==> src/rtl/ex_mem_stage_pkg.sv <==
// Shared EX/MEM definitions: datapath widths, control-bit bundle, payload layout
// and the state encoding used by the stage's skid buffer.
package ex_mem_stage_pkg;

  localparam int DATA_W     = 32;
  localparam int REG_ADDR_W = 5;

  localparam logic [1:0] ST_EMPTY = 2'd0;
  localparam logic [1:0] ST_FULL  = 2'd1;
  localparam logic [1:0] ST_SKID  = 2'd2;

  typedef struct packed {
    logic reg_write;
    logic mem_read;
    logic mem_write;
    logic mem_to_reg;
    logic branch;
  } exmem_ctrl_t;

  typedef struct packed {
    logic                  branch_taken;
    exmem_ctrl_t           ctrl;
    logic [REG_ADDR_W-1:0] write_reg;
    logic                  zero;
    logic [DATA_W-1:0]     alu_result;
    logic [DATA_W-1:0]     store_data;
    logic [DATA_W-1:0]     branch_target;
  } exmem_payload_t;

  localparam int PAYLOAD_W = $bits(exmem_payload_t);

  // Bits that must read 0 whenever the stage holds no entry: all control, never data.
  function automatic exmem_payload_t ctrl_clear_mask();
    exmem_payload_t mask;
    mask              = '0;
    mask.branch_taken = 1'b1;
    mask.ctrl         = '1;
    return mask;
  endfunction

endpackage

==> src/rtl/ex_mem_stage_if.sv <==
// EX->MEM bus: upstream valid/ready with ALU payload, downstream valid/ready with
// the registered copies. master drives the stage, slave is the stage itself.
interface ex_mem_stage_if;
  import ex_mem_stage_pkg::*;

  logic                  Flush;
  logic                  InValid;
  logic                  InReady;
  logic [DATA_W-1:0]     ALUResult;
  logic                  Zero;
  logic [DATA_W-1:0]     StoreData;
  logic [DATA_W-1:0]     BranchTarget;
  logic [REG_ADDR_W-1:0] WriteReg;
  logic                  RegWrite;
  logic                  MemRead;
  logic                  MemWrite;
  logic                  MemToReg;
  logic                  Branch;

  logic                  OutValid;
  logic                  OutReady;
  logic [DATA_W-1:0]     ALUResult_o;
  logic                  Zero_o;
  logic [DATA_W-1:0]     StoreData_o;
  logic [DATA_W-1:0]     BranchTarget_o;
  logic [REG_ADDR_W-1:0] WriteReg_o;
  logic                  RegWrite_o;
  logic                  MemRead_o;
  logic                  MemWrite_o;
  logic                  MemToReg_o;
  logic                  Branch_o;
  logic                  BranchTaken_o;

  modport master (
    output Flush, InValid, ALUResult, Zero, StoreData, BranchTarget, WriteReg,
           RegWrite, MemRead, MemWrite, MemToReg, Branch, OutReady,
    input  InReady, OutValid, ALUResult_o, Zero_o, StoreData_o, BranchTarget_o,
           WriteReg_o, RegWrite_o, MemRead_o, MemWrite_o, MemToReg_o, Branch_o,
           BranchTaken_o
  );

  modport slave (
    input  Flush, InValid, ALUResult, Zero, StoreData, BranchTarget, WriteReg,
           RegWrite, MemRead, MemWrite, MemToReg, Branch, OutReady,
    output InReady, OutValid, ALUResult_o, Zero_o, StoreData_o, BranchTarget_o,
           WriteReg_o, RegWrite_o, MemRead_o, MemWrite_o, MemToReg_o, Branch_o,
           BranchTaken_o
  );

endinterface

==> src/rtl/ex_mem_stage_skid_buf.sv <==
// Generic 2-entry valid/ready register with a skid slot so in_ready_o comes straight
// from a flop. CLR_MASK bits of the output register are zeroed whenever it empties.
module ex_mem_stage_skid_buf
  import ex_mem_stage_pkg::*;
#(
  parameter int           W        = 8,
  parameter logic [W-1:0] CLR_MASK = '0
) (
  input  logic         clk,
  input  logic         rst,
  input  logic         flush_i,
  input  logic         in_valid_i,
  output logic         in_ready_o,
  input  logic [W-1:0] in_data_i,
  output logic         out_valid_o,
  input  logic         out_ready_i,
  output logic [W-1:0] out_data_o
);

  logic [1:0]   state_q, state_d;
  logic [W-1:0] out_q, out_d;
  logic [W-1:0] skid_q, skid_d;
  logic         in_fire, out_fire;

  assign in_ready_o  = (state_q != ST_SKID);
  assign out_valid_o = (state_q != ST_EMPTY);
  assign out_data_o  = out_q;
  assign in_fire     = in_valid_i & in_ready_o;
  assign out_fire    = out_valid_o & out_ready_i;

  always_comb begin
    // NOTE: every next-state signal gets its hold value first, so no branch can infer a latch.
    state_d = state_q;
    out_d   = out_q;
    skid_d  = skid_q;
    if (flush_i) begin
      state_d = ST_EMPTY;
      out_d   = out_q & ~CLR_MASK;
    end else begin
      case (state_q)
        ST_EMPTY: begin
          if (in_fire) begin
            out_d   = in_data_i;
            state_d = ST_FULL;
          end
        end
        ST_FULL: begin
          if (in_fire && out_fire) begin
            out_d = in_data_i;
          end else if (in_fire) begin
            skid_d  = in_data_i;
            state_d = ST_SKID;
          end else if (out_fire) begin
            out_d   = out_q & ~CLR_MASK;
            state_d = ST_EMPTY;
          end
        end
        ST_SKID: begin
          if (out_fire) begin
            out_d   = skid_q;
            state_d = ST_FULL;
          end
        end
        default: state_d = ST_EMPTY;
      endcase
    end
  end

  always_ff @(posedge clk or posedge rst) begin
    // NOTE: the data registers are reset too, because every output must read 0 during reset.
    if (rst) begin
      state_q <= ST_EMPTY;
      out_q   <= '0;
      skid_q  <= '0;
    end else begin
      // NOTE: non-blocking so all three registers update from the same pre-edge values.
      state_q <= state_d;
      out_q   <= out_d;
      skid_q  <= skid_d;
    end
  end

endmodule

==> src/rtl/ex_mem_stage.sv <==
// EX->MEM pipeline register: packs ALU results and control into a skid-buffered
// payload and resolves the branch decision (Branch & Zero) at load time.
module ex_mem_stage
  import ex_mem_stage_pkg::*;
(
  input  logic           Clk,
  input  logic           Reset,
  ex_mem_stage_if.slave  bus
);

  localparam exmem_payload_t CLR_MASK = ctrl_clear_mask();

  exmem_payload_t in_pl;
  exmem_payload_t out_pl;

  always_comb begin
    in_pl                 = '0;
    in_pl.branch_taken    = bus.Branch & bus.Zero;
    in_pl.ctrl.reg_write  = bus.RegWrite;
    in_pl.ctrl.mem_read   = bus.MemRead;
    in_pl.ctrl.mem_write  = bus.MemWrite;
    in_pl.ctrl.mem_to_reg = bus.MemToReg;
    in_pl.ctrl.branch     = bus.Branch;
    in_pl.write_reg       = bus.WriteReg;
    in_pl.zero            = bus.Zero;
    in_pl.alu_result      = bus.ALUResult;
    in_pl.store_data      = bus.StoreData;
    in_pl.branch_target   = bus.BranchTarget;
  end

  ex_mem_stage_skid_buf #(
    .W        (PAYLOAD_W),
    .CLR_MASK (CLR_MASK)
  ) u_skid (
    .clk         (Clk),
    .rst         (Reset),
    .flush_i     (bus.Flush),
    .in_valid_i  (bus.InValid),
    .in_ready_o  (bus.InReady),
    .in_data_i   (in_pl),
    .out_valid_o (bus.OutValid),
    .out_ready_i (bus.OutReady),
    .out_data_o  (out_pl)
  );

  // Control bits are cleared inside the buffer on every empty transition, so they are already qualified.
  assign bus.ALUResult_o    = out_pl.alu_result;
  assign bus.Zero_o         = out_pl.zero;
  assign bus.StoreData_o    = out_pl.store_data;
  assign bus.BranchTarget_o = out_pl.branch_target;
  assign bus.WriteReg_o     = out_pl.write_reg;
  assign bus.RegWrite_o     = out_pl.ctrl.reg_write;
  assign bus.MemRead_o      = out_pl.ctrl.mem_read;
  assign bus.MemWrite_o     = out_pl.ctrl.mem_write;
  assign bus.MemToReg_o     = out_pl.ctrl.mem_to_reg;
  assign bus.Branch_o       = out_pl.ctrl.branch;
  assign bus.BranchTaken_o  = out_pl.branch_taken;

endmodule

==> src/flat_wrapper.sv <==
// flat-port wrapper written by rule: the top's interface ports become plain ports
module ex_mem_stage_flat import ex_mem_stage_pkg::*;
  (Clk, Reset, bus_Flush, bus_InValid, bus_ALUResult, bus_Zero, bus_StoreData, bus_BranchTarget, bus_WriteReg, bus_RegWrite, bus_MemRead, bus_MemWrite, bus_MemToReg, bus_Branch, bus_OutReady, bus_InReady, bus_OutValid, bus_ALUResult_o, bus_Zero_o, bus_StoreData_o, bus_BranchTarget_o, bus_WriteReg_o, bus_RegWrite_o, bus_MemRead_o, bus_MemWrite_o, bus_MemToReg_o, bus_Branch_o, bus_BranchTaken_o);
  ex_mem_stage_if bus_i ();
  input  logic Clk;
  input  logic Reset;
  input wire logic [$bits(bus_i.Flush)-1:0] bus_Flush;
  input wire logic [$bits(bus_i.InValid)-1:0] bus_InValid;
  input wire logic [$bits(bus_i.ALUResult)-1:0] bus_ALUResult;
  input wire logic [$bits(bus_i.Zero)-1:0] bus_Zero;
  input wire logic [$bits(bus_i.StoreData)-1:0] bus_StoreData;
  input wire logic [$bits(bus_i.BranchTarget)-1:0] bus_BranchTarget;
  input wire logic [$bits(bus_i.WriteReg)-1:0] bus_WriteReg;
  input wire logic [$bits(bus_i.RegWrite)-1:0] bus_RegWrite;
  input wire logic [$bits(bus_i.MemRead)-1:0] bus_MemRead;
  input wire logic [$bits(bus_i.MemWrite)-1:0] bus_MemWrite;
  input wire logic [$bits(bus_i.MemToReg)-1:0] bus_MemToReg;
  input wire logic [$bits(bus_i.Branch)-1:0] bus_Branch;
  input wire logic [$bits(bus_i.OutReady)-1:0] bus_OutReady;
  output wire logic [$bits(bus_i.InReady)-1:0] bus_InReady;
  output wire logic [$bits(bus_i.OutValid)-1:0] bus_OutValid;
  output wire logic [$bits(bus_i.ALUResult_o)-1:0] bus_ALUResult_o;
  output wire logic [$bits(bus_i.Zero_o)-1:0] bus_Zero_o;
  output wire logic [$bits(bus_i.StoreData_o)-1:0] bus_StoreData_o;
  output wire logic [$bits(bus_i.BranchTarget_o)-1:0] bus_BranchTarget_o;
  output wire logic [$bits(bus_i.WriteReg_o)-1:0] bus_WriteReg_o;
  output wire logic [$bits(bus_i.RegWrite_o)-1:0] bus_RegWrite_o;
  output wire logic [$bits(bus_i.MemRead_o)-1:0] bus_MemRead_o;
  output wire logic [$bits(bus_i.MemWrite_o)-1:0] bus_MemWrite_o;
  output wire logic [$bits(bus_i.MemToReg_o)-1:0] bus_MemToReg_o;
  output wire logic [$bits(bus_i.Branch_o)-1:0] bus_Branch_o;
  output wire logic [$bits(bus_i.BranchTaken_o)-1:0] bus_BranchTaken_o;
  assign bus_i.Flush = bus_Flush;
  assign bus_i.InValid = bus_InValid;
  assign bus_i.ALUResult = bus_ALUResult;
  assign bus_i.Zero = bus_Zero;
  assign bus_i.StoreData = bus_StoreData;
  assign bus_i.BranchTarget = bus_BranchTarget;
  assign bus_i.WriteReg = bus_WriteReg;
  assign bus_i.RegWrite = bus_RegWrite;
  assign bus_i.MemRead = bus_MemRead;
  assign bus_i.MemWrite = bus_MemWrite;
  assign bus_i.MemToReg = bus_MemToReg;
  assign bus_i.Branch = bus_Branch;
  assign bus_i.OutReady = bus_OutReady;
  assign bus_InReady = bus_i.InReady;
  assign bus_OutValid = bus_i.OutValid;
  assign bus_ALUResult_o = bus_i.ALUResult_o;
  assign bus_Zero_o = bus_i.Zero_o;
  assign bus_StoreData_o = bus_i.StoreData_o;
  assign bus_BranchTarget_o = bus_i.BranchTarget_o;
  assign bus_WriteReg_o = bus_i.WriteReg_o;
  assign bus_RegWrite_o = bus_i.RegWrite_o;
  assign bus_MemRead_o = bus_i.MemRead_o;
  assign bus_MemWrite_o = bus_i.MemWrite_o;
  assign bus_MemToReg_o = bus_i.MemToReg_o;
  assign bus_Branch_o = bus_i.Branch_o;
  assign bus_BranchTaken_o = bus_i.BranchTaken_o;
  ex_mem_stage u_core (.Clk(Clk), .Reset(Reset), .bus(bus_i));
endmodule
==> config.mk <==
export PLATFORM = sky130hd
export DESIGN_NAME = ex_mem_stage_flat
export DESIGN_NICKNAME = d
export VERILOG_FILES = /design/src/rtl/ex_mem_stage_pkg.sv /design/src/rtl/ex_mem_stage_if.sv /design/src/rtl/ex_mem_stage_skid_buf.sv /design/src/rtl/ex_mem_stage.sv /design/src/flat_wrapper.sv
export SDC_FILE = /design/constraint.sdc
export NUM_CORES = 1
export LEC_CHECK = 0
export CAP_MARGIN = 20
export CORE_MARGIN = 8
export CORE_UTILIZATION = 51
export DETAILED_ROUTE_END_ITERATION = 7
export PLACE_DENSITY = 0.87
export RECOVER_POWER = 50
export SLEW_MARGIN = 20
export SYNTH_ARGS = -nofsm -noshare
export SYNTH_HDL_FRONTEND = slang
export SYNTH_SLANG_ARGS = --single-unit
==> constraint.sdc <==
create_clock -name Clk -period 14.75 [get_ports Clk]
set_clock_uncertainty 0.1 [all_clocks]
set_input_delay 1.475 -clock Clk [delete_from_list [all_inputs] [get_ports Clk]]
set_output_delay 1.475 -clock Clk [all_outputs]
set_load 0.05 [all_outputs]
======== Word level (Yosys, flattened, before mapping) ========
Index checks and enable logic that the tools add are counted.
cells by class
  equality and inequality tests ........... 12
  bitwise gates (word level) .............. 5
  reduce and logical (&&, ||, !) cells .... 9
  mux-type cells .......................... 14
operator list
  cell                                                             count
  108-bit 2-to-1 mux                                               6
  108-bit case mux with 3 select lines                             1
  2-bit 2-to-1 mux                                                 6
  4-bit != test, second input constant                             3
  5-bit AND reduction                                              2
  3-bit != test, second input constant                             3
  2-bit != test, second input constant                             4
  4-bit AND reduction                                              2
  2-bit case mux with 3 select lines                               1
  4-bit nonzero test                                               1
  1-bit AND                                                        3
  3-bit nonzero test                                               1
  2-bit by 1-bit == test with 1-bit output, second input constant  1
  2-bit == test, second input constant                             1
  2-bit zero test                                                  1
  1-bit NOT                                                        2
  2-bit nonzero test                                               1
  1-bit logical AND                                                1
word-level totals
  output and inout port bits .............. 110
  logic and storage cells ................. 44
  bits in registers ....................... 218

======== Depth between registers and ports, before layout ========
Gate-level depths: netlist of the first run.
  depth after elaboration ................. 7
  mapped depth ............................ 9
  depth with buffers taken out ............ 6

======== Modules after synthesis ========
Synthesis of the first run repeated with hierarchy kept, for this count alone.
second synthesis, totals
  cells, all modules ...................... 630
  area, all modules ....................... 9,825.7 µm²
modules (own cells, without submodules)
  module                 instances  cells an instance  seq. area each (µm²)  area an instance (µm²)
  ex_mem_stage_skid_buf  1          629                5,455.2               9,819.4
  ex_mem_stage           1          1                  0.0                   6.3

======== Worst setup path after synthesis of the first run ========
Ideal clock, no wire load.
  kind .................................... input to register
  from .................................... input port bus_OutReady
  to ...................................... register u_core.u_skid.out_q[0] (netlist: u_core.u_skid.out_data_o[0])
  setup slack ............................. 12,019 ps
  stages .................................. 6
  arrival ................................. 2,506 ps
  setup time .............................. 125 ps
  path buffers ............................ 2
  required time ........................... 14,525 ps
  cells stage by stage .................... nand2b_4 a22oi_1 and3_4 buf_12 buf_12 mux2_4
between the ends
  cells in the longest elaborated chain, start to end .. 4
  elaborated cells on any way between the ends .. 7
  classes of those cells .................. 2 x eq/ne; 2 x mux; 1 x bitwise; 2 x reduce/logical
RTL lines
  what                                                                                                 line                         RTL
  start: declaration                                                                                   flat_wrapper.sv:19           input wire logic [$bits(bus_i.OutReady)-1:0] bus_OutReady;
  1-bit AND *                                                                                          ex_mem_stage_skid_buf.sv:29  assign out_fire = out_valid_o & out_ready_i;
  1-bit logical AND                                                                                    ex_mem_stage_skid_buf.sv:48  if (in_fire && out_fire) begin
  2-bit != test (no source line) / 108-bit 2-to-1 mux (equally long branches)                          -
  5-bit AND reduction (no source line) / 108-bit case mux with 3 select lines (equally long branches)  -
  end signal: assignment                                                                               ex_mem_stage_skid_buf.sv:78  out_q <= out_d;
  end: declaration                                                                                     ex_mem_stage_skid_buf.sv:21  logic [W-1:0] out_q, out_d;
Every way passes the cells marked *; elsewhere a longest branch is shown, timed or not.
A chain may end at the register's enable or synchronous reset.

==> results by stage, run 1 <==
STA:
- The number of max-slew violations in the final report came to 290.
- After routing, the total negative slack on setup checks comes to 0 ns.
- For the finished layout, the period the worst path requires is 7.11 ns.
- The final critical-path share of the clock period is between 40% and 50%.
- The count of endpoints failing hold in the final timing report is 0.
- For the pin with the worst max-slew slack, the measured transition is just under 4 ns.
- The top achievable clock speed is 141 MHz.
- The worst-case hold slack is 0.387 ns.
- Setup repair after global routing left no endpoint under its margin.
- Measured against its own limit, the worst slew margin works out to -157%.
- The number of endpoints failing setup at the final stage is 0.

Yosys:
- The number of nets in the synthesized netlist is approximately 750.
- Yosys mapped a number of flops with a built-in enable equal to 0.
- After synthesis, the mean cell area works out to between 15 and 20 um^2.
- The share of synthesized flip-flops with an asynchronous set or reset is 100%.
- The share of synthesized area in the top cell type comes to between 50% and 60%.
- The dominant cell by count in the synthesized netlist is sky130_fd_sc_hd__dfrtp_1.
- The cell type with the highest aggregate area in the netlist is sky130_fd_sc_hd__dfrtp_1.
- The most used flip-flop cell after synthesis is sky130_fd_sc_hd__dfrtp_1.
- Counting flops and latches in the post-synthesis netlist gives approximately 220.
- Counting distinct cell types in the post-synthesis netlist gives 37.
- Yosys printed 0 warnings.
- Sorting the synthesized cells by area gives the leading types as sky130_fd_sc_hd__dfrtp_1 (56%), sky130_fd_sc_hd__mux2_2 (15%), sky130_fd_sc_hd__mux2_4 (12%).
- Ranked by instance count, the synthesized netlist is headed by sky130_fd_sc_hd__dfrtp_1 (218), sky130_fd_sc_hd__mux2_2 (129), sky130_fd_sc_hd__a22o_1 (102).
- Counting every instance in the synthesized netlist gives 632.
- The post-synth design cell area is slightly below 0.01 mm^2.
- Sequential elements use a little under three fifths of the synthesized area.

Setup path:
- The highest net fanout along the worst path is 90.
- The kind of end point of the critical path is an asynchronous set/reset pin.
- STA classifies the critical path startpoint as an input pin.
- Tracing the worst setup path back leads to its startpoint at Reset.
- In this run the critical register-to-register path is launched from u_core.u_skid.state_q[0].
- The capture point of the worst reg-to-reg path is u_core.u_skid.skid_q[87].
- STA puts the critical path data arrival time at just under 7 ns.
- The worst register-to-register path has a depth of 6.
- STA puts the critical path data required time at ~14 ns.
- The category of the critical setup timing path is input pin to asynchronous set/reset pin.
- The setup slack on the worst flop-to-flop path is around 9.9 ns.

Status:
- The checks that failed: capacitance limit, slew limit.
- The flow ran to the end, but the final reports show violations.

Die:
- The height of the chip is ~150 um.
- The die width is approximately 150 um.
- The number of rows created at floorplan is 50.
- about 220 I/O pins were placed.
- The floorplan step defined a core boundary enclosing 0.0188 mm^2.
- The starting density of the core is between 50% and 60%.
- The floorplan step defined a die boundary enclosing approximately 0.024 mm^2.

Place:
- The final estimated routing congestion in global placement is about 0.84.
- The final HPWL from detailed placement is around 15000 um.
- Port buffering added 221 buffers.
- The placed instances occupy a cell area of 0.0120 mm^2.

Power and ir drop:
- VDD sags by at most about 240 uV.
- The internal power of the cells totals 1.94 mW.
- The final total power is 3.19 mW.
- The share of total power dissipated in sequential elements is between 30% and 40%.
- The part of the power in combinational logic is 49.2%.
- In this run the power spent charging and discharging nets is 1.25 mW.
- The cell area power density is 250 mW/mm^2.
- In this run, the clock network consumes about 18% of the power.
- The fraction of power spent switching nets is roughly two fifths.
- Summed over all cells, the static leakage comes to about 5.8 nW.

CTS:
- The clock input transition at the sequential cells of the worst setup and hold paths is 0.06 ns.
- The library cell used as clock root buffer is sky130_fd_sc_hd__clkbuf_16.
- The worst-case clock buffer depth is 3.
- Hold repair after CTS inserted 0 buffers.
- Once the clock tree was built, the setup fixing pass inserted 0 buffers.
- CTS built an H-tree with a depth of 1.
- The TritonCTS clock tree is built.
- Clock tree synthesis found a total of ~220 sinks.
- The total CTS buffers is 24.
- The post-cts repair resize count is 0.
- The later pin in the worst-skew pair is clocked with a latency of 0.50 ns.

Final layout:
- Across the whole layout, storage elements account for around 0.0055 mm^2.
- The multi-input combinational cells in the finished layout cover a total of ~0.0039 mm^2.
- Fill cells in the final layout number ~1300.
- After the last flow step, the layout net total stands at 954.
- The post-route cell area is ~0.013 mm^2.
- Cells with a size suffix above 1 make up between 20% and 30% of the layout.
- From synthesis to final layout, the design area changed by 30.1%.

Global route:
- The first global-routing pass estimated roughly 35000 um of wire.
- The initial antenna violation count is 3.
- For this run the aggregate overflow at the end of global routing stands at 0.
- The total track usage is 18.0%.
- The largest net degree at the start of global routing is just over 100.
- The via count of the first global-routing pass came to 6399.

Detailed routing:
- The routed length per instance is around 20 um.
- After the first detailed-routing iteration, the DRC count stood at 340.
- In this run the remaining antenna-violating nets after routing total 0.
- The mean number of vias per cell is 5.48.
- The routed via count is about 6100.
- The routed design has about 22000 um of wire.
- The first TritonRoute pass finished after 4 iterations.
- The post-route DRC violation count is 0.

Job:
- The number of violations of the max-capacitance limit is 4.

Hold path:
- The startpoint of the tightest hold check path is u_core.u_skid.skid_q[107].
- The end point of the most critical hold path is u_core.u_skid.skid_q[107].
- The hold-critical path depth is 2.
- The class of the tightest hold or removal check is register to register.
-- cell families after synthesis --
logic type	count (synthesis)	synth area share, %
fa+ha+maj	5	0.637
flops	218	55.6
mux	209	27.0
buf+inv	55	4.28
simple gates	18	1.44
compound gates	127	11.1
-- placed cells by master, fill, tap and decap left out, drive strengths merged, types with 3 or more instances in the layout --
cell and n:
a22o 102, a32oi 5, buf 4, clkbuf 39, clkdlybuf4s50 215, dfrtp 218, diode 3, dlygate4sd3 6
ha 5, inv 7, mux2 209, nand2 4, nand2b 3, o211ai 3, o21ai 4, o2bb2ai 6
-- power by group through the flow --
stage	Sequential, mW	Combinational, mW	Clock (mW)
global route	1.08	1.65	0.613
floorplan	1.50	0.706	0
global placement	1.04	1.55	0
detailed placement	1.05	1.58	0
CTS	1.05	1.59	0.589
finish	1.05	1.57	0.573
-- registers in the layout (all words and copies together) (netlist names) --
register                  count
u_core.u_skid.skid_q        108
u_core.u_skid.out_data_o    108
u_core.u_skid.state_q         2
-- worst max-delay path, stage by stage --
cell	delay [ns]
sky130_fd_sc_hd__dlygate4sd3_1	0.54
sky130_fd_sc_hd__clkinvlp_2	2.17
sky130_fd_sc_hd__clkbuf_1	2.58
-- routing by layer --
| layer | GRT usage, % | part of all wire [%] | vias to the layer above |
|---|---|---|---|
| met1 | 23.5 | 44 | 3088 |
| met5 | 0 | 0 | - |
| li1 | - | - | 2782 |
| met3 | 5.35 | 7.8 | 30 |
| met4 | 5.04 | 1.8 | 0 |
| met2 | 28.8 | 47 | 201 |
-- layout make-up --
type                            instances  area share, %
Antenna cell                            3         0.0588
Clock buffer                           37           5.88
Clock inverter                          3          0.147
Inverter                                7          0.215
Multi-Input combinational cell        359           30.8
Sequential cell                       218           42.7
Tap cell                              260           2.55
Timing Repair Buffer                  227           17.6
-- per-stage QoR --
step	cells	setup slack, ns	utilization, %
2_1_floorplan	632	7.21	-
3_3_place_gp	1071	10.04	63.9
3_5_place_dp	1071	9.95	63.9
4_1_cts	1111	10.50	68.0
5_1_grt	1114	6.39	67.8
6_report	1114	7.64	67.8
-- how the worst max path moves through the flow --
| stage | end | slack, ns | depth (start not counted) |
|---|---|---|---|
| final | u_core.u_skid.skid_q[86] | 7.64 | 3 |
| after global routing | u_core.u_skid.skid_q[84] | 6.39 | 3 |
| after global placement | u_core.u_skid.out_data_o[96] | 10.04 | 6 |
| after floorplan | u_core.u_skid.out_data_o[0] | 7.21 | 1 |
| after CTS | u_core.u_skid.out_data_o[96] | 10.50 | 6 |
| after detailed placement | u_core.u_skid.out_data_o[96] | 9.95 | 6 |
(Power assumes the default switching activity.)
==> run 2, diff against run 1 <==
- CORE_UTILIZATION: 51 -> 46
- PLACE_DENSITY: 0.87 -> 0.83
- clock period: 14.75 -> 5.8 ns (I/O delays scaled with it)
==> results by stage, run 2 (synthesized netlist as in run 1, its figures left out) <==
Hold path:
- The path class of the tightest hold or removal check is register to register.
- The worst hold path begins at u_core.u_skid.skid_q[107].
- The hold-critical path depth came to 2 (unchanged).
- The end point of the most critical hold path is u_core.u_skid.skid_q[107].

Die:
- The full die area is 0.0263 mm^2 (+9.7%).
- The number of rows created at floorplan was 53 (+6.0%).
- The height of the chip is 162 um (+4.7%).
- The number of top-level pins came to 222 (unchanged).
- The starting density of the core came to 46.7% (-5.4 points).
- The core outline area is 0.0210 mm^2 (+12%).
- The die width is 162 um (+4.7%).

Final layout:
- The fraction of final layout cells sized beyond drive strength 1 is 30.9% (+0.91 points).
- The net count of the finished layout is 956 (+0.21%).
- The library cell used most frequently in the layout, excluding fill and tap cells, is sky130_fd_sc_hd__dfrtp_1.
- The library cells used most frequently in the layout, excluding fill and tap cells, are sky130_fd_sc_hd__dfrtp_1 (218), sky130_fd_sc_hd__clkdlybuf4s50_1 (167), sky130_fd_sc_hd__mux2_2 (129), sky130_fd_sc_hd__a22o_1 (102), sky130_fd_sc_hd__mux2_4 (80).
- The number of fill cells was 1561 (+18%).
- The final cell count without fillers is 1130 (+1.4%).
- The final antenna diode count came to 0 (-3).
- From synthesis to final layout, the design area changed by 30.9%.

Setup path:
- On the critical path the largest part of the delay comes from buffers and inverters.
- The sum of buffers and inverters on the critical path came to 3 (unchanged).
- The worst setup path is launched from an input pin.
- The kind of end point of the critical path is an asynchronous set/reset pin.
- The worst endpoint data arrival time was 3.57 ns (-3.25 ns).
- In this run the critical register-to-register path is launched from u_core.u_skid.state_q[1].
- The highest net fanout along the worst path is 89 (-1.1%).
- The path length in cells of the critical path is 3 (unchanged).
- The master of the slowest instance on the critical path is sky130_fd_sc_hd__clkbuf_2.
- The signal on the critical path passes through dlygate4sd3_1 -> clkinvlp_2 -> clkbuf_2.
- The number of cells traversed by the worst register-to-register path is 6 (unchanged).
- The category of the critical setup timing path is input pin to asynchronous set/reset pin.
- The source of the critical timing path is Reset.
- The setup slack on the worst flop-to-flop path came to 2.60 ns (-7.33 ns).
- The critical path required time came to 5.85 ns (-8.62 ns).
- The maximum single-stage delay on the critical path was 1.66 ns (-0.92 ns).
- The capture point of the worst reg-to-reg path is u_core.u_skid.skid_q[77].

Detailed routing:
- The mean number of vias per cell is 5.42 (-0.98%).
- The routed via count is 6128 (+0.44%).
- The final wirelength is 22400 um (+1.7%).
- The starting DRC count in detailed routing was 261 (-23%).
- The post-detailed-route count of antenna-violating nets is 0 (unchanged).
- The routed length per instance was 19.8 um (+0.23%).
- The post-route DRC violation count is 0 (unchanged).
- The first-pass detailed-route iteration total is 4 (unchanged).

STA:
- The slew at the pin closest to its max-slew limit is 2.21 ns (-1.63 ns).
- Subtracting the final worst setup slack from the clock period gives ~3.5 ns.
- The final sum of negative setup slack was 0 ns (unchanged).
- Setup repair after global routing left no endpoint under its margin.
- The final critical-path share of the clock period is between 60 and 70%.
- The number of max-slew violations in the final report is 90 (-69%).
- The count of endpoints failing hold in the final timing report is 0 (unchanged).
- Timing would allow up to around 280 MHz.
- The worst-case hold slack came to 0.393 ns (+0.00639 ns).
- The normalized max-slew margin is -47.0% (+110 points).
- The post-route worst setup slack is 2.28 ns (-5.36 ns).
- The number of endpoints failing setup at the final stage was 0 (unchanged).

Status:
- The final reports fail on capacitance limit, slew limit.
- The run finished, with violations left.

Global route:
- The first-pass GRT wire length is 35900 um (+1.6%).
- The largest net degree at the start of global routing is 90 (-13%).
- The via count of the first global-routing pass is 6478 (+1.2%).
- The initial antenna violation count is 1 (-2).
- The total track usage is 16.7% (-1.3 points).
- The total congestion overflow came to 0 (unchanged).

Place:
- The total instance count after detailed placement is 1089 (+1.7%).
- The total of buffers placed on input and output ports was 221 (unchanged).
- The final estimated routing congestion in global placement is 0.795 (-5.7%).
- The worst setup slack before clock tree synthesis was 2.35 ns (-7.59 ns).
- The final HPWL from detailed placement is 14900 um (+2.4%).

CTS:
- The total CTS buffers came to 23 (-4.2%).
- The sink count of the clock tree is 218 (unchanged).
- The number of buffers inserted by hold repair at cts is 0 (unchanged).
- The worst-case clock buffer depth came to 3 (unchanged).
- The number of buffers inserted to repair setup after CTS is 0 (unchanged).
- The number of H-tree levels is 1 (unchanged).
- TritonCTS built the clock tree.
- The clock latency on the worst-skew pair is 0.50 ns (about the same).
- The post-cts repair resize count came to 0 (unchanged).
- The clock input transition at the sequential cells of the worst setup and hold paths is 0.06 ns (about the same).
- The cell sitting at the root of the clock tree is a sky130_fd_sc_hd__clkbuf_16.

Power and ir drop:
- The worst supply voltage drop on vdd is 438 uV (+86%).
- The cell area power density was 629 mW/mm^2 (+150%).
- The leakage component of the power is 5.85 nW (+1.7%).
- The final total power came to 8.09 mW (+150%).

Job:
- The number of violations of the max-capacitance limit came to 1 (-3).
## run 2: cell types whose count changed in the layout (fill, tap and decap cells not counted), sizes merged, moves of 2 or more
cell	change
clkinv	+2
clkdlybuf4s50	-48
diode	-3
bufinv	+2
buf	+4
clkbuf	-5
dlygate4sd3	+48
## run 2: how the worst max path moves through the flow
stage                     slack (ns)                      endpoint
after CTS                       2.60      u_core.u_skid.skid_q[77]
after global placement          2.41      u_core.u_skid.skid_q[77]
final                           2.28  u_core.u_skid.out_data_o[78]
after detailed placement        2.35      u_core.u_skid.skid_q[77]
after floorplan                 2.28   u_core.u_skid.out_data_o[0]
after global routing            1.74  u_core.u_skid.out_data_o[78]
## run 2: area by class of cell
class | count | area, um^2 | area share, %
Clock buffer | 33 | 683 | 5.31
Sequential cell | 218 | 5460 | 42.4
Multi-Input combinational cell | 359 | 3960 | 30.8
Clock inverter | 8 | 96.3 | 0.749
Tap cell | 275 | 344 | 2.68
Timing Repair Buffer | 230 | 2290 | 17.8
Inverter | 7 | 27.5 | 0.214
## run 2: per-layer routing
layer	wire length, um	global-route usage (%)	up-vias
met1	9870	22.2	3133
met2	10700	27.7	185
li1	-	-	2776
met3	1460	3.82	32
met4	320	3.24	2
met5	13	0	-
## run 2: metrics by stage
step	utilization (%)	instance area, um^2
6_report	61.2	12900
5_1_grt	61.2	12900
2_1_floorplan	-	9820
3_3_place_gp	57.5	12100
4_1_cts	61.2	12900
3_5_place_dp	57.5	12100
## run 2: where the power goes
group / leakage (nW) / internal [mW] / switching, mW
Combinational: 2.79 / 1.74 / 2.20
Sequential: 2.67 / 2.26 / 0.399
Clock: 0.386 / 0.906 / 0.588
## run 2: worst reg2reg max path, cell delays in order (launching register included)
cell and delay [ns]:
sky130_fd_sc_hd__dfrtp_1 0.40, sky130_fd_sc_hd__inv_1 0.10, sky130_fd_sc_hd__ha_1 0.30, sky130_fd_sc_hd__nand4bb_4 0.32
sky130_fd_sc_hd__nand2_4 0.63, sky130_fd_sc_hd__buf_4 0.76, sky130_fd_sc_hd__mux2_2 0.46
==> run 3, diff against run 2 <==
- CORE_UTILIZATION: 46 -> 51
- PLACE_DENSITY: 0.83 -> 0.87
- clock period: 5.8 -> 3.65 ns (I/O delays scaled with it)
==> results by stage, run 3 (synthesized netlist as in run 1, its figures left out) <==
Status:
- The run finished, with violations left.
- The checks that failed: capacitance limit, slew limit.

Power and ir drop:
- The register share of total power is 32.6% (-0.3 points).
- The clock network fraction of total power is 19.3% (+0.8 points).
- The leakage component of the power was 5.89 nW (+0.70%).
- The part of the power in combinational logic is 48.0% (-0.6 points).
- The cell area power density is 1010 mW/mm^2 (+60%).
- The fraction of power spent switching nets is 39.1% (-0.25 points).
- The design internal power was 7.96 mW (+62%).
- The switching power total was 5.11 mW (+61%).
- The worst supply voltage drop on vdd was 724 uV (+65%).

Global route:
- The first-pass GRT wire length is 37300 um (+4.0%).
- The total track usage was 19.2% (+2.5 points).
- The via count of the first global-routing pass is 6659 (+2.8%).
- The largest net degree at the start of global routing is 106 (+18%).
- The total congestion overflow is 0 (unchanged).
- The initial antenna violation count is 1 (unchanged).

Detailed routing:
- The mean number of vias per cell is 5.51 (+1.6%).
- The post-detailed-route count of antenna-violating nets is 0 (unchanged).
- The routed via count is 6162 (+0.55%).
- The final wirelength is 23200 um (+3.4%).
- The starting DRC count in detailed routing came to 240 (-8.0%).
- The post-route DRC violation count is 0 (unchanged).
- The routed length per instance was 20.7 um (+4.5%).
- The first-pass detailed-route iteration total was 6 (+2).

STA:
- The number of endpoints failing setup at the final stage was 0 (unchanged).
- Setup repair after global routing left no endpoint under its margin.
- Of the available clock period, the critical path in the final layout requires between 70% and 80%.
- The final sum of negative setup slack was 0 ns (unchanged).
- The number of max-slew violations in the final report came to 91 (+1.1%).
- Derived from the worst setup path, the maximum achievable clock frequency is between 300 and 400 MHz.
- The count of endpoints failing hold in the final timing report was 0 (unchanged).
- Subtracting the final worst setup slack from the clock period gives approximately 2.7 ns.
- The slew at the pin closest to its max-slew limit is 2.23 ns (+0.0268 ns).
- The normalized max-slew margin is -48.8% (-1.8 points).

Setup path:
- STA classifies the critical path endpoint as an asynchronous set/reset pin.
- The highest net fanout along the worst path came to 90 (+1.1%).
- The setup slack on the worst flop-to-flop path is 0.99 ns (-1.61 ns).
- The worst endpoint data arrival time is 2.73 ns (-0.84 ns).
- The critical path required time is 3.69 ns (-2.16 ns).
- The category of the critical setup timing path is input pin to asynchronous set/reset pin.
- The startpoint kind of the worst setup timing path is an input pin.

Place:
- The final estimated routing congestion in global placement is 0.819 (+3.0%).
- The total of buffers placed on input and output ports came to 221 (unchanged).
- The final HPWL from detailed placement came to 15600 um (+4.3%).
- The area of placed instances is 0.0121 mm^2 (+0.38%).

Final layout:
- In the layout the commonest cells are sky130_fd_sc_hd__dfrtp_1 (218), sky130_fd_sc_hd__clkdlybuf4s50_1 (167), sky130_fd_sc_hd__mux2_2 (129), sky130_fd_sc_hd__a22o_1 (102), sky130_fd_sc_hd__mux2_4 (80).
- The area growth from synthesis to layout is 31.9%.
- The most common cell after layout, fill and taps aside is sky130_fd_sc_hd__dfrtp_1.
- The net count of the finished layout is 958 (+0.21%).
- The fraction of final layout cells sized beyond drive strength 1 is 30.8% (-0.072 points).
- The post-route cell area is 0.0129 mm^2 (+0.72%).

CTS:
- The number of H-tree levels was 1 (unchanged).
- The clock input transition at the sequential cells of the worst setup and hold paths was 0.06 ns (about the same).
- The worst-case clock buffer depth is 3 (unchanged).
- The post-cts repair resize count came to 0 (unchanged).
- The TritonCTS clock tree is built.
- The number of buffers inserted by hold repair at cts is 0 (unchanged).
- The total CTS buffers was 23 (unchanged).
- The library cell used as clock root buffer is sky130_fd_sc_hd__clkbuf_16.
- The sink count of the clock tree is 218 (unchanged).
- The clock latency on the worst-skew pair is 0.49 ns (about the same).
- The number of buffers inserted to repair setup after CTS is 0 (unchanged).

Die:
- The number of top-level pins was 222 (unchanged).
- The core outline area is 0.0188 mm^2 (-10%).
- The starting density of the core is 52.1% (+5.4 points).
- The full die area is 0.0239 mm^2 (-8.9%).
- The die width is 155 um (-4.5%).
- The number of rows created at floorplan is 50 (-5.7%).
- The height of the chip is 155 um (-4.5%).

Hold path:
- The class of the tightest hold or removal check is register to register.

Job:
- The number of violations of the max-capacitance limit is 1 (unchanged).
## run 3: changes by cell type in the layout (fill, tap and decap cells not counted)
cell / change
sky130_fd_sc_hd__clkbuf_1: +2
sky130_fd_sc_hd__bufinv_16: +3
sky130_fd_sc_hd__inv_6: -1
sky130_fd_sc_hd__clkbuf_8: -3
sky130_fd_sc_hd__clkinv_2: -1
sky130_fd_sc_hd__buf_4: -3
sky130_fd_sc_hd__diode_2: +1
sky130_fd_sc_hd__buf_12: +4
sky130_fd_sc_hd__clkinv_4: +1
## run 3: worst max-delay path, stage by stage
cell	delay, ns
sky130_fd_sc_hd__dlygate4sd3_1	0.55
sky130_fd_sc_hd__clkinvlp_2	0.14
sky130_fd_sc_hd__clkbuf_2	1.58
## run 3: through the flow
step / std cells / setup WS (ns) / util, % / hold slack, ns / total power, mW
global route: 1118 / 0.499 / 68.8 / 0.408 / 13.7
detailed placement: 1076 / 0.958 / 64.5 / 0.388 / 10.7
global placement: 1076 / 0.985 / 64.5 / 0.361 / 10.5
floorplan: 632 / 0.345 / - / 0.343 / 8.90
finish: 1118 / 0.962 / 68.8 / 0.392 / 13.1
CTS: 1117 / 0.949 / 68.9 / 0.275 / 13.3
## run 3: worst paths after layout
| check | startpoint | end | cells after the start |
|---|---|---|---|
| max | Reset | u_core.u_skid.skid_q[32] | 3 |
| min in group asynchronous | Reset | u_core.u_skid.skid_q[0] | 3 |
| min | u_core.u_skid.skid_q[107] | u_core.u_skid.skid_q[107] | 2 |
| max in group Clk | u_core.u_skid.state_q[0] | bus_OutValid | 4 |
| max reg2reg | u_core.u_skid.state_q[0] | u_core.u_skid.skid_q[4] | 6 |
| min reg2reg | u_core.u_skid.skid_q[107] | u_core.u_skid.skid_q[107] | 2 |
## run 3: routing by layer
layer  GRT usage [%]  vias to the layer above  routed length (um)
met5               0                        -                   0
met4            5.83                        0                 526
met3            4.54                       37                1580
met2            30.6                      212               10800
met1            25.6                     3123               10300
li1                -                     2790                   -
## run 3: layout make-up
cell class	count	area (um^2)
Sequential cell	218	5460
Antenna cell	1	2.50
Tap cell	260	325
Multi-Input combinational cell	359	3960
Clock buffer	31	646
Timing Repair Buffer	232	2350
Clock inverter	10	181
Inverter	7	27.5
Fill cell	1283	5880
## run 3: power groups by stage
stage	Sequential (mW)	Clock, mW	Combinational (mW)
final	4.27	2.53	6.27
after global routing	4.40	2.68	6.60
after CTS	4.28	2.59	6.45
after detailed placement	4.29	0	6.43
after global placement	4.24	0	6.29
after floorplan	6.05	0	2.85
